### config.mk
export PLATFORM = sky130hd
export DESIGN_NAME = id_ex_stage
export DESIGN_NICKNAME = d
export VERILOG_FILES = /design/src/rtl/riscv_pkg.sv /design/src/rtl/branch_resolve.sv /design/src/rtl/id_ex_stage.sv
export SDC_FILE = /design/constraint.sdc
export NUM_CORES = 1
export LEC_CHECK = 0
export CAP_MARGIN = 10
export CORE_AREA = 2 2 158 160
export CTS_CLUSTER_DIAMETER = 60
export DETAILED_ROUTE_END_ITERATION = 7
export DIE_AREA = 0 0 160 162
export GPL_TIMING_DRIVEN = 0
export PLACE_DENSITY = 0.7
export SETUP_SLACK_MARGIN = 0.05
export SLEW_MARGIN = 10
export SYNTH_ARGS = -nofsm -noshare
export SYNTH_HDL_FRONTEND = slang
export SYNTH_SLANG_ARGS = --single-unit
### constraint.sdc
create_clock -name clk -period 3.76 [get_ports clk]
set_input_delay 0.752 -clock clk [delete_from_list [all_inputs] [get_ports clk]]
set_output_delay 0.752 -clock clk [all_outputs]
set_load 0.03 [all_outputs]
### src/rtl/riscv_pkg.sv
// Shared RISC-V core definitions.
// Opcodes, branch/jump codes, PC source encodings and control bundle.
package riscv_pkg;

  localparam logic [6:0] OP_LOAD   = 7'b0000011;
  localparam logic [6:0] OP_STORE  = 7'b0100011;
  localparam logic [6:0] OP_RTYPE  = 7'b0110011;
  localparam logic [6:0] OP_ITYPE  = 7'b0010011;
  localparam logic [6:0] OP_BRANCH = 7'b1100011;
  localparam logic [6:0] OP_JAL    = 7'b1101111;
  localparam logic [6:0] OP_JALR   = 7'b1100111;
  localparam logic [6:0] OP_LUI    = 7'b0110111;

  localparam logic [2:0] BR_NONE = 3'b000;
  localparam logic [2:0] BR_EQ   = 3'b001;
  localparam logic [2:0] BR_NE   = 3'b010;
  localparam logic [2:0] BR_LT   = 3'b011;
  localparam logic [2:0] BR_GE   = 3'b100;

  localparam logic [1:0] J_NONE = 2'b00;
  localparam logic [1:0] J_JAL  = 2'b01;
  localparam logic [1:0] J_JALR = 2'b10;

  localparam logic [1:0] PC_PLUS4  = 2'b00;
  localparam logic [1:0] PC_TARGET = 2'b01;
  localparam logic [1:0] PC_ALU    = 2'b10;

  typedef struct packed {
    logic       regwrite;
    logic [1:0] resultsrc;
    logic       memwrite;
    logic [1:0] jump;
    logic [2:0] branch;
    logic [2:0] alucontrol;
    logic       alusrc;
    logic       lui;
  } ctrl_t;

endpackage

### src/rtl/branch_resolve.sv
// E-stage branch/jump resolution.
// Picks the next-PC source; a bubble never redirects.
module branch_resolve
  import riscv_pkg::*;
(
  input  logic [2:0] BranchE,
  input  logic [1:0] JumpE,
  input  logic       validE,
  input  logic       zeroE,
  input  logic       ltE,
  output logic [1:0] PCSrcE,
  output logic       takenE
);

  logic br_hit;
  logic jal;
  logic jalr;
  logic br_take;

  // condition met for the registered branch code
  always_comb begin
    br_hit = 1'b0;
    case (BranchE)
      BR_EQ:   br_hit = zeroE;
      BR_NE:   br_hit = !zeroE;
      BR_LT:   br_hit = ltE;
      BR_GE:   br_hit = !ltE;
      default: br_hit = 1'b0;
    endcase
  end

  assign jal     = validE && (JumpE == J_JAL);
  assign jalr    = validE && (JumpE == J_JALR);
  assign br_take = validE && (JumpE == J_NONE) && br_hit;

  // jumps override any branch code
  always_comb begin
    PCSrcE = PC_PLUS4;
    unique case (1'b1)
      jal:     PCSrcE = PC_TARGET;
      jalr:    PCSrcE = PC_ALU;
      br_take: PCSrcE = PC_TARGET;
      default: PCSrcE = PC_PLUS4;
    endcase
  end

  assign takenE = (PCSrcE != PC_PLUS4);

endmodule

### src/rtl/id_ex_stage.sv
// Decode-to-execute pipeline register.
// Stall holds, flush inserts a counted bubble, E resolves branches.
module id_ex_stage
  import riscv_pkg::*;
#(
  parameter int XLEN  = 32,
  parameter int CNT_W = 16
) (
  input  logic             clk,
  input  logic             rst,
  input  logic             stallE,
  input  logic             flushE,
  input  logic             regWriteD,
  input  logic             memWriteD,
  input  logic             AluSrcD,
  input  logic             luiD,
  input  logic [1:0]       resultSrcD,
  input  logic [1:0]       JumpD,
  input  logic [2:0]       BranchD,
  input  logic [2:0]       aluControlD,
  input  logic [XLEN-1:0]  RD1D,
  input  logic [XLEN-1:0]  RD2D,
  input  logic [XLEN-1:0]  PCD,
  input  logic [XLEN-1:0]  ImmExtD,
  input  logic [XLEN-1:0]  PCPlus4D,
  input  logic [4:0]       Rs1D,
  input  logic [4:0]       Rs2D,
  input  logic [4:0]       RdD,
  input  logic             zeroE,
  input  logic             ltE,
  output logic             regWriteE,
  output logic             memWriteE,
  output logic             AluSrcE,
  output logic             luiE,
  output logic [1:0]       resultSrcE,
  output logic [1:0]       JumpE,
  output logic [2:0]       BranchE,
  output logic [2:0]       aluControlE,
  output logic [XLEN-1:0]  RD1E,
  output logic [XLEN-1:0]  RD2E,
  output logic [XLEN-1:0]  PCE,
  output logic [XLEN-1:0]  ImmExtE,
  output logic [XLEN-1:0]  PCPlus4E,
  output logic [4:0]       Rs1E,
  output logic [4:0]       Rs2E,
  output logic [4:0]       RdE,
  output logic             validE,
  output logic [1:0]       PCSrcE,
  output logic             takenE,
  output logic [CNT_W-1:0] bubbleCnt
);

  localparam logic [CNT_W-1:0] CNT_ONE = 1;
  localparam logic [CNT_W-1:0] CNT_MAX = '1;

  ctrl_t ctrl_d;
  ctrl_t ctrl_e;

  // pack decoder controls into the shared bundle
  always_comb begin
    ctrl_d            = '0;
    ctrl_d.regwrite   = regWriteD;
    ctrl_d.resultsrc  = resultSrcD;
    ctrl_d.memwrite   = memWriteD;
    ctrl_d.jump       = JumpD;
    ctrl_d.branch     = BranchD;
    ctrl_d.alucontrol = aluControlD;
    ctrl_d.alusrc     = AluSrcD;
    ctrl_d.lui        = luiD;
  end

  // E register: reset > flush (bubble) > stall (hold) > capture
  always_ff @(posedge clk) begin
    if (rst) begin
      ctrl_e    <= '0;
      RD1E      <= '0;
      RD2E      <= '0;
      PCE       <= '0;
      ImmExtE   <= '0;
      PCPlus4E  <= '0;
      Rs1E      <= '0;
      Rs2E      <= '0;
      RdE       <= '0;
      validE    <= 1'b0;
      bubbleCnt <= '0;
    end else if (flushE) begin
      ctrl_e   <= '0;
      RD1E     <= '0;
      RD2E     <= '0;
      PCE      <= '0;
      ImmExtE  <= '0;
      PCPlus4E <= '0;
      Rs1E     <= '0;
      Rs2E     <= '0;
      RdE      <= '0;
      validE   <= 1'b0;
      if (bubbleCnt != CNT_MAX)
        bubbleCnt <= bubbleCnt + CNT_ONE;
    end else if (!stallE) begin
      ctrl_e   <= ctrl_d;
      RD1E     <= RD1D;
      RD2E     <= RD2D;
      PCE      <= PCD;
      ImmExtE  <= ImmExtD;
      PCPlus4E <= PCPlus4D;
      Rs1E     <= Rs1D;
      Rs2E     <= Rs2D;
      RdE      <= RdD;
      validE   <= 1'b1;
    end
  end

  assign regWriteE   = ctrl_e.regwrite;
  assign memWriteE   = ctrl_e.memwrite;
  assign AluSrcE     = ctrl_e.alusrc;
  assign luiE        = ctrl_e.lui;
  assign resultSrcE  = ctrl_e.resultsrc;
  assign JumpE       = ctrl_e.jump;
  assign BranchE     = ctrl_e.branch;
  assign aluControlE = ctrl_e.alucontrol;

  branch_resolve u_br (
    .BranchE (BranchE),
    .JumpE   (JumpE),
    .validE  (validE),
    .zeroE   (zeroE),
    .ltE     (ltE),
    .PCSrcE  (PCSrcE),
    .takenE  (takenE)
  );

endmodule

==> results by group <==
Global routing
  – Pin count of the biggest net entering global routing: 14
  – Grt ovf: 0
  – Initial antenna violation count: 0
  – Gr usage total: 0.183
  – First-pass GRT wire length: 37,600 um
  – Vias in the first global route: 6,793

Timing
  – TNS Setup: 0 ps
  – Clk_skew: 5.40 ps
  – Final hold slack: roughly 490 ps
  – Relative slew slack: 0.416
  – Final Max Slew Viols: 0
  – Min Tclk post-route: 3300 ps
  – Fmax: 0.303 GHz
  – Actual slew at the worst max-slew pin: 876 ps
  – Period utilization: 0.878
  – Setup repair after global routing missed its margin: no
  – Hold Violations, Final: 0
  – Final setup fails: 0

Critical path
  – Reg2Reg Launch Point: bubbleCnt[12]
  – R2R cell count: 5
  – Worst EP required: 3010 ps
  – Arr. time, crit path: 2550 ps
  – Critical Path Start Type: input pin
  – Critical R2R Capture: bubbleCnt[1]
  – Setup CP Type: input pin to output pin
  – Setup crit end kind: output pin
  – R2r setup slk: 1890 ps
  – Critical path fanouts, max: 2

Synth
  – EDFF count, synth: 0
  – Main combinational cell family by area after synthesis: multiplexers
  – Avg Cell Area, Syn: 10.4 um^2
  – Synth area leaders: dfxtp_1, mux2i_1, nor2_1
  – Share of the synthesized area in the top cell type: 0.556
  – Syn nets: 911
  – Most frequent cell after synthesis: dfxtp_1
  – Synth Area in Adders: 0.00169
  – Async S/R FF share, synth: 0
  – Post-Synth XOR/XNOR Area: 0.00236
  – Synth Area in Simple Gates: 0.133
  – Distinct cells, synth: 35
  – Ys Warns: 0
  – Main flop type after synthesis: dfxtp_1
  – Synth Register Bits: approximately 210
  – Synth top cells by count: dfxtp_1, nor2_1, mux2i_1, clkbuf_1, buf_2
  – Mapped Area: 0.00742 mm^2
  – Gate Count Post-Synth: 715
  – Post-synthesis sequential area ratio: 0.556
  – Multiplexer share of the synthesized area: 0.259
  – Complex-gate fraction of the synthesized area: 0.0217
  – Synth area leader: dfxtp_1

Min path
  – Hold Crit Endpoint: PCE[10]
  – Worst hold stages: 2
  – Worst Hold Class: flop to flop
  – Hold path start: PCE[10]

Floorplan
  – Core Area: approximately 0.024 mm^2
  – Die Ht: 162 um
  – Die width: 160 um
  – Cell Rows: 57
  – Die area: 0.0259 mm^2
  – I/O pins: 404
  – Starting Density: 0.308

Placement
  – Hpwl dp: 19,100 um
  – Gp weighted congestion: about 0.8
  – I/O Buffers: 401

CTS
  – Sink Count: 206
  – Post-CTS Setup Bufs: 0
  – CTS Buf Count: 27
  – Clk_lat worst skew: between 500 and 600 ps
  – Longest Clk Path Bufs: 3
  – H-tree lvl count: 1
  – CTS tree: yes
  – Hold Buf Count CTS: 0
  – Worst-path clk slew: roughly 60 ps
  – Post-cts resize count: 0
  – Root Driver: clkbuf_16

Pwr
  – Clock power frac: 0.460
  – Combinational Power Share: 0.134
  – Pwr per Cell Area: between 400 and 500 mW/mm^2
  – Reg power frac: 0.406
  – Switching Share: 0.245
  – LEAKAGE: between 5 and 6 nW
  – Int Pwr: 0.00426 W
  – Switching power: 0.00138 W
  – IR Drop Worst-Case VDD: 0.000266 V

Routing
  – Antenna-violating nets left: 0
  – # DRC: 0
  – WL per Instance: between 15 and 20 um
  – Via count: around 6,700
  – Total routed wirelength: 25,000 um
  – Drt first-iter violations: 193
  – Drt first pass iters: 4
  – Vias per cell: between 4 and 5

Status
  – Outcome: finished, final reports clean

Cells and area
  – Utilization after layout: 0.529
  – Fin nets: 1,341
  – Area Growth Syn to Fin: 71.9%
  – Reg area: 0.00412 mm^2
  – Antenna cells: 0
  – Share of layout cells above drive strength 1: 0.0515
  – Filler Cells Inserted: 2,219
  – Multi-input gate area: 0.00310 mm^2

Run
  – Max cap viols: 0
power by group through the flow:
stage | clock [W] | sequential [W] | combinational (W)
3_5_place_dp | 0 | 0.00234 | 0.000763
3_3_place_gp | 0 | 0.00234 | 0.000757
6_report | 0.00260 | 0.00229 | 0.000757
2_1_floorplan | 0 | 0.00247 | 0.000223
4_1_cts | 0.00266 | 0.00229 | 0.000767
5_1_grt | 0.00277 | 0.00230 | 0.000808
cells in the final DEF, fill, tap and decap left out, drive strengths merged, types with 2 or more instances in the layout:
| cell type | Yosys | final |
|---|---|---|
| clkdlybuf4s50 | 0 | 401 |
| dfxtp | 206 | 206 |
| nor2 | 199 | 199 |
| mux2i | 192 | 192 |
| clkbuf | 24 | 63 |
| buf | 21 | 21 |
| a21oi | 10 | 10 |
| o21ai | 10 | 10 |
| inv | 3 | 8 |
| or3 | 7 | 7 |
| nand3 | 6 | 6 |
| nand2 | 5 | 5 |
| nor3 | 5 | 5 |
| nand4 | 4 | 4 |
| and4 | 4 | 4 |
| o211ai | 2 | 2 |
| xor2 | 2 | 2 |
| bufinv | 0 | 2 |
| clkinv | 0 | 2 |
worst max-delay path by stage:
stage / depth (start not counted) / to / from
2_1_floorplan: 4 / takenE / zeroE
3_3_place_gp: 6 / takenE / zeroE
3_5_place_dp: 6 / PCE[8] / flushE
4_1_cts: 6 / takenE / zeroE
5_1_grt: 6 / takenE / zeroE
6_report: 6 / takenE / zeroE
through the flow:
| step | cells | power [W] | area [um^2] | setup slack (ps) |
|---|---|---|---|---|
| after floorplan | 715 | 0.00269 | 7420 | 1320 |
| after global placement | 1440 | 0.00309 | 11800 | 444 |
| after detailed placement | 1440 | 0.00310 | 11800 | 445 |
| after CTS | 1489 | 0.00572 | 12800 | 436 |
| after global routing | 1489 | 0.00588 | 12800 | 322 |
| final | 1489 | 0.00565 | 12800 | 460 |
critical path, stage by stage:
cell and delay (ps):
clkdlybuf4s50_1 480, mux2i_1 80, a311oi_1 260, nor3_1 110, o22ai_1 130, clkdlybuf4s50_1 740
final cells by class:
type | count | area share
flip-flops and latches | 206 | 0.323
repair buffers | 401 | 0.315
multi-input cells | 461 | 0.243
clock buffers | 39 | 0.0620
well taps | 324 | 0.0318
plain buffers | 45 | 0.0144
clock inverters | 10 | 0.00990
inverters | 3 | 0.000883
registers in the layout (all words and copies together), names as in the netlist, 2 cells and up:
name	count
Rs2E	5
PCE	32
ImmExtE	32
Rs1E	5
JumpE	2
BranchE	3
RD1E	32
aluControlE	3
RdE	5
bubbleCnt	16
PCPlus4E	32
resultSrcE	2
RD2E	32
logic make-up (layout without fill, tap and decap cells):
family	after synthesis	count (layout)
xor+xnor	2	2
fa+ha+maj	1	1
flops	206	206
compound gates	28	28
buf+inv	48	498
simple gates	238	238
mux	192	192
layer usage:
metal	GRT usage	share of wire	up-vias
li1	-	-	3282
met1	0.188	0.37	3072
met2	0.349	0.51	289
met3	0.0733	0.098	22
met4	0.0393	0.015	0
met5	0	0	-
Note: power is estimated with default switching activity, not from simulation.
